### src/rtl/mem_arb_pkg.sv
// ---------------------------------------------------------------------------
// mem_arb_pkg
// Shared definitions for the unified I/D memory port arbiter: the FSM state
// encoding and the default timeout depth and error read-data value.
// ---------------------------------------------------------------------------
package mem_arb_pkg;

    typedef enum logic [1:0] {
        IDLE    = 2'd0,
        IF_BUSY = 2'd1,
        DM_BUSY = 2'd2
    } arb_state_e;

    localparam int          DEF_TIMEOUT  = 16;
    localparam logic [31:0] DEF_ERR_DATA = 32'hDEAD_BEEF;

endpackage

### src/rtl/mem_timeout_ctr.sv
// ---------------------------------------------------------------------------
// mem_timeout_ctr
// Counts busy cycles spent waiting on the memory. o_expired is high while the
// count sits at TIMEOUT-1, i.e. in the TIMEOUT-th busy cycle without ready.
//   i_clk      system clock
//   i_reset    asynchronous active-low reset
//   i_clr      synchronous clear (wins over i_en)
//   i_en       count enable
//   o_expired  count has reached TIMEOUT-1
// ---------------------------------------------------------------------------
module mem_timeout_ctr
    import mem_arb_pkg::*;
#(
    parameter int TIMEOUT = DEF_TIMEOUT
)(
    input  logic i_clk,
    input  logic i_reset,
    input  logic i_clr,
    input  logic i_en,
    output logic o_expired
);

    localparam int            CW   = $clog2(TIMEOUT);
    localparam logic [CW-1:0] LAST = CW'(TIMEOUT - 1);

    logic [CW-1:0] r_cnt;

    always_ff @(posedge i_clk or negedge i_reset) begin
        if (!i_reset)  r_cnt <= '0;
        else if (i_clr) r_cnt <= '0;
        else if (i_en)  r_cnt <= r_cnt + 1'b1;
    end

    assign o_expired = (r_cnt == LAST);

endmodule

### src/rtl/mem_port_arbiter.sv
// ---------------------------------------------------------------------------
// mem_port_arbiter
// Shares one single-ported memory between instruction fetch (IF) and the
// MEM-stage data port (DM). Data has fixed priority. Each access is a
// mem_req/mem_ready handshake with a timeout that returns ERR_DATA and sets a
// sticky bus_err.
// Ports:
//   i_clk, i_reset            clock, asynchronous active-low reset
//   i_if_req/addr/flush       fetch request (held until o_if_valid), flush
//   o_if_rdata/valid/stall    fetched word, completion pulse, stall
//   i_dm_rd/wr/addr/wdata     data request (held until o_dm_valid)
//   o_dm_rdata/valid/stall    load data, completion pulse, stall
//   o_mem_req/we/addr/wdata   memory request, held until ready/timeout
//   i_mem_ready, i_mem_rdata  memory completion and read data
//   o_bus_err                 sticky timeout / illegal-access flag
// ---------------------------------------------------------------------------
module mem_port_arbiter
    import mem_arb_pkg::*;
#(
    parameter int                ADDR_W   = 32,
    parameter int                DATA_W   = 32,
    parameter int                TIMEOUT  = DEF_TIMEOUT,
    parameter logic [DATA_W-1:0] ERR_DATA = DATA_W'(DEF_ERR_DATA)
)(
    input  logic              i_clk,
    input  logic              i_reset,
    input  logic              i_if_req,
    input  logic [ADDR_W-1:0] i_if_addr,
    input  logic              i_if_flush,
    output logic [DATA_W-1:0] o_if_rdata,
    output logic              o_if_valid,
    output logic              o_if_stall,
    input  logic              i_dm_rd,
    input  logic              i_dm_wr,
    input  logic [ADDR_W-1:0] i_dm_addr,
    input  logic [DATA_W-1:0] i_dm_wdata,
    output logic [DATA_W-1:0] o_dm_rdata,
    output logic              o_dm_valid,
    output logic              o_dm_stall,
    output logic              o_mem_req,
    output logic              o_mem_we,
    output logic [ADDR_W-1:0] o_mem_addr,
    output logic [DATA_W-1:0] o_mem_wdata,
    input  logic              i_mem_ready,
    input  logic [DATA_W-1:0] i_mem_rdata,
    output logic              o_bus_err
);

    arb_state_e        r_state;
    logic              r_flush_pending;
    logic              r_mem_req, r_mem_we;
    logic [ADDR_W-1:0] r_mem_addr;
    logic [DATA_W-1:0] r_mem_wdata;
    logic [DATA_W-1:0] r_if_rdata, r_dm_rdata;
    logic              r_if_valid, r_dm_valid;
    logic              r_bus_err;

    logic              w_dm_any, w_dm_elig, w_if_elig;
    logic              w_busy, w_expired, w_done, w_tmo;
    logic [DATA_W-1:0] w_rd_data;

    // A port in its valid cycle still has its request up; masking it here
    // keeps the same request from being issued twice.
    assign w_dm_any  = i_dm_rd | i_dm_wr;
    assign w_dm_elig = w_dm_any & ~r_dm_valid;
    assign w_if_elig = i_if_req & ~r_if_valid;

    assign w_busy    = (r_state != IDLE);
    // mem_ready wins over an expiry in the same cycle, so w_tmo needs ~ready.
    assign w_done    = w_busy & (i_mem_ready | w_expired);
    assign w_tmo     = w_busy & ~i_mem_ready & w_expired;
    assign w_rd_data = i_mem_ready ? i_mem_rdata : ERR_DATA;

    mem_timeout_ctr #(.TIMEOUT(TIMEOUT)) u_tmo (
        .i_clk     (i_clk),
        .i_reset   (i_reset),
        .i_clr     (~w_busy | w_done),
        .i_en      (w_busy & ~i_mem_ready),
        .o_expired (w_expired)
    );

    always_ff @(posedge i_clk or negedge i_reset) begin
        if (!i_reset) begin
            r_state         <= IDLE;
            r_flush_pending <= 1'b0;
            r_mem_req       <= 1'b0;
            r_mem_we        <= 1'b0;
            r_mem_addr      <= '0;
            r_mem_wdata     <= '0;
            r_if_rdata      <= '0;
            r_dm_rdata      <= '0;
            r_if_valid      <= 1'b0;
            r_dm_valid      <= 1'b0;
            r_bus_err       <= 1'b0;
        end else begin
            r_if_valid <= 1'b0;
            r_dm_valid <= 1'b0;
            case (r_state)
                IDLE: begin
                    if (w_dm_elig) begin
                        r_mem_req   <= 1'b1;
                        // rd&wr together is illegal: perform the write, flag it
                        r_mem_we    <= i_dm_wr;
                        r_mem_addr  <= i_dm_addr;
                        r_mem_wdata <= i_dm_wdata;
                        r_state     <= DM_BUSY;
                        if (i_dm_rd & i_dm_wr) r_bus_err <= 1'b1;
                    end else if (w_if_elig) begin
                        r_mem_req  <= 1'b1;
                        r_mem_we   <= 1'b0;
                        r_mem_addr <= i_if_addr;
                        r_state    <= IF_BUSY;
                    end
                end
                IF_BUSY: begin
                    if (w_done) begin
                        r_mem_req       <= 1'b0;
                        r_state         <= IDLE;
                        r_flush_pending <= 1'b0;
                        // A flush seen at any point of the access, including
                        // its last cycle, drops the fetched word.
                        if (!(r_flush_pending | i_if_flush)) begin
                            r_if_valid <= 1'b1;
                            r_if_rdata <= w_rd_data;
                        end
                        if (w_tmo) r_bus_err <= 1'b1;
                    end else if (i_if_flush) begin
                        r_flush_pending <= 1'b1;
                    end
                end
                DM_BUSY: begin
                    if (w_done) begin
                        r_mem_req  <= 1'b0;
                        r_mem_we   <= 1'b0;
                        r_state    <= IDLE;
                        r_dm_valid <= 1'b1;
                        if (!r_mem_we) r_dm_rdata <= w_rd_data;
                        if (w_tmo) r_bus_err <= 1'b1;
                    end
                end
                default: r_state <= IDLE;
            endcase
        end
    end

    assign o_mem_req   = r_mem_req;
    assign o_mem_we    = r_mem_we;
    assign o_mem_addr  = r_mem_addr;
    assign o_mem_wdata = r_mem_wdata;
    assign o_if_rdata  = r_if_rdata;
    assign o_if_valid  = r_if_valid;
    assign o_dm_rdata  = r_dm_rdata;
    assign o_dm_valid  = r_dm_valid;
    assign o_bus_err   = r_bus_err;
    assign o_if_stall  = i_if_req & ~r_if_valid;
    assign o_dm_stall  = w_dm_any & ~r_dm_valid;

endmodule

### config.mk
export PLATFORM = sky130hd
export DESIGN_NAME = mem_port_arbiter
export DESIGN_NICKNAME = d
export VERILOG_FILES = /design/src/rtl/mem_arb_pkg.sv /design/src/rtl/mem_timeout_ctr.sv /design/src/rtl/mem_port_arbiter.sv
export SDC_FILE = /design/constraint.sdc
export NUM_CORES = 1
export LEC_CHECK = 0
export ABC_AREA = 1
export CAP_MARGIN = 20
export CORE_MARGIN = 10
export CORE_UTILIZATION = 45
export DETAILED_ROUTE_END_ITERATION = 16
export PLACE_DENSITY_LB_ADDON = 0.15
export SYNTH_ARGS = -nofsm -noshare
export SYNTH_HDL_FRONTEND = slang
export SYNTH_SLANG_ARGS = --single-unit
### constraint.sdc
create_clock -name i_clk -period 3.4 [get_ports i_clk]
set_input_delay 0.68 -clock i_clk [delete_from_list [all_inputs] [get_ports i_clk]]
set_output_delay 0.68 -clock i_clk [all_outputs]
set_load 0.01 [all_outputs]
==> flow_metrics.py <==
metrics = {
    "placed_design": {
        "place_hpwl_um": 14500,
        "gp_congestion": 0.797,
        "port_buffers": 269,
    },
    "finish": {
        "num_antenna_cells": 0,
        "area_delta_synth_final_pct": 56.2,
        "layout-drive-gt1-share": 0.0791,
        "layout_common_cells": "395 x nand2_1, 268 x clkdlybuf4s50_1, 140 x dfrtp_1, 51 x inv_1, 36 x nand3_1",
        "nNetsFinal": 1164,
        "layout_commonest_cell": "nand2_1",
        "fillers": 1040,
    },
    "global_route": {
        "busiest_layer": "met2",
        "grt_start_max_net_pins": 94,
        "grt_first_pass_wirelength_um": 30400,
        "antenna_found_initial": 0,
        "overflow": 0,
        "use_met1": 0.239,
        "grtUsageMet3": 0.0772,
        "grt_pass1_vias": 5655,
        "track_usage": 0.209,
        "use_met2": 0.351,
    },
    "cts": {
        "cts_max_level": 4,
        "holdBufCountCts": 0,
        "clk_pin_slew_ns": 0.06,
        "numCtsBuffers": 17,
        "clock_path_buffers": 2,
        "clock_sinks": 140,
        "cts_root_buf": "clkbuf_16",
        "cts_resized": 0,
        "post_cts_buffers": 0,
        "insertion_delay_ns": 0.42,
        "cts_tree": "done",
    },
    "yosys": {
        "synth_cell_types": 28,
        "syn_area_sq_um": 6210,
        "synth.avg_cell_area_sq_um": 8.14,
        "yosysSeqAreaShare": 0.564,
        "yosys.area.top_type_share": 0.564,
        "ys_warn_count": 0,
        "syn-num-nets": 903,
        "synth_area_leaders": "dfrtp_1 56%, nand2_1 24%, inv_1 3.1%",
        "ys_ff_latch": 140,
        "synth_cells": 763,
        "yosysTopAreaCell": "dfrtp_1",
    },
    "critical_path": {
        "cp-end-kind": "output port",
        "startpoint_type": "input port",
        "critPathTopFamily": "buffers and inverters",
        "r2r_cells": 8,
        "cp_data_required_time_ns": 2.72,
        "critPathMaxStageDelay_ns": 0.55,
        "path_class": "input port to output port",
        "cp_max_fo": 3,
        "cp.depth": 4,
        "crit_chain": "clkdlybuf4s50_1 -> o21bai_4 -> inv_2 -> clkdlybuf4s50_1",
        "slowest_stage": "clkdlybuf4s50_1",
        "path_common_cell": "clkdlybuf4s50_1",
        "path_buf_inv": 3,
        "crit_arrival_ns": 1.95,
    },
    "job": {
        "max_cap_viol_count": 0,
    },
    "drt": {
        "post_drt_wl_per_cell_um": 16.4,
        "drc_errors": 0,
        "detail_route.vias_per_cell": 4.72,
        "wirelength_um": 19900,
        "ant_nets": 0,
        "vias": 5726,
        "firstDrtPassIters": 4,
        "dr.first_iter.drc_count": 248,
    },
    "timing": {
        "setup_viol": 0,
        "slew_headroom": 0.433,
        "fin_setup_tns_ns": 0,
        "rsz0062_at_grt": "false",
        "max_freq_mhz": 380,
        "min_period_ns": 2.63,
        "clock_skew_ns": 0.00663,
        "slew_viol_final": 0,
        "tightestPinTransition_ns": 0.851,
        "hold_viol": 0,
        "period_share": 0.773,
    },
    "power": {
        "finalPower_mw": 8.82,
        "ir_drop_v": 0.000476,
        "power_density_nw_per_um2": 909,
        "p_leak_nw": 4.82,
    },
    "floorplanning": {
        "core_sq_um": 13400,
        "ios": 270,
        "start_util": 0.463,
        "die_h_um": 137,
        "num_rows": 42,
        "die_w_um": 137,
        "dieArea_sq_um": 18900,
    },
    "run_status": {
        "status": "finished clean",
    },
    "min_path": {
        "hp-class": "input port to async pin",
    },
}
## synth_stat cells (all sizes together)
| master | n |
|---|---|
| xor2 | 2 |
| o21bai | 1 |
| nand3 | 37 |
| clkbuf | 6 |
| nor3 | 1 |
| dfrtp | 140 |
| buf | 33 |
| inv | 55 |
| a31o | 1 |
| a21oi | 6 |
| nor2 | 6 |
| o21ai | 44 |
| or2 | 25 |
| nand2 | 398 |
| ha | 5 |
| nand4 | 3 |
## routing by layer
layer	wire (um)	vias up
li1	-	2859
met1	7880	2640
met2	9820	203
met3	1800	24
met4	390	0
met5	0	-
## area by class of cell
type | instances | area, sq um | share of cell area
inverters | 55 | 206 | 0.0213
repair buffers | 281 | 2810 | 0.290
clock buffers | 20 | 447 | 0.0461
flip-flops and latches | 140 | 3500 | 0.361
clock inverters | 12 | 218 | 0.0225
well taps | 176 | 220 | 0.0227
multi-input cells | 529 | 2290 | 0.237
## worst paths after layout
check                                               to                        start  slack (ns)
max in group asynchronous   o_if_rdata[15]$_DFFE_PN0P_                      i_reset        2.32
min reg2reg                o_mem_wdata[30]$_DFFE_PN0P_  o_mem_wdata[30]$_DFFE_PN0P_        0.47
min                          o_dm_rdata[8]$_DFFE_PN0P_                      i_reset        0.33
min in group i_clk         o_mem_wdata[30]$_DFFE_PN0P_  o_mem_wdata[30]$_DFFE_PN0P_        0.47
max reg2reg                  o_dm_rdata[1]$_DFFE_PN0P_       r_state[1]$_DFFE_PN0P_        1.37
max                                         o_dm_stall                      i_dm_wr        0.77
## cell families (layout without fill, tap and decap cells)
group	count (synthesis)	count (layout)	synth area share
xor gates and xnor gates	2	2	0.00282
DFF	140	140	0.564
buffers and inverters	94	368	0.0677
and+or+nand+nor	470	470	0.310
AOI/OAI and AO/OA	52	52	0.0453
adders and majority gates	5	5	0.0101
## stage by stage
| stage | utilization | setup slack [ns] | hold slack, ns | cell area (sq um) | instances |
|---|---|---|---|---|---|
| finish | 0.724 | 0.771 | 0.327 | 9700 | 1213 |
| global route | 0.724 | 0.719 | 0.399 | 9700 | 1213 |
| CTS | 0.724 | 0.759 | 0.381 | 9700 | 1213 |
| detailed placement | 0.674 | 0.754 | 0.458 | 9030 | 1181 |
| global placement | 0.674 | 0.785 | 0.451 | 9030 | 1181 |
| floorplan | - | 1.46 | 0.384 | 6210 | 763 |
## state kept, by name, indices dropped and copies added, names as in the netlist
signal	count
o_dm_rdata	32
o_if_rdata	32
o_mem_addr	32
o_mem_wdata	32
u_tmo.r_cnt	4
r_state	2
o_bus_err	1
o_dm_valid	1
o_if_valid	1
o_mem_req	1
o_mem_we	1
r_flush_pending	1
## power by group
group          internal [mW]  switching [mW]  leakage, nW
Combinational           1.92            1.99         2.74
Clock                   1.39           0.683        0.316
Sequential              2.43           0.412         1.76
Total                   5.74            3.08         4.82
Power figures use the tool's default switching activity.
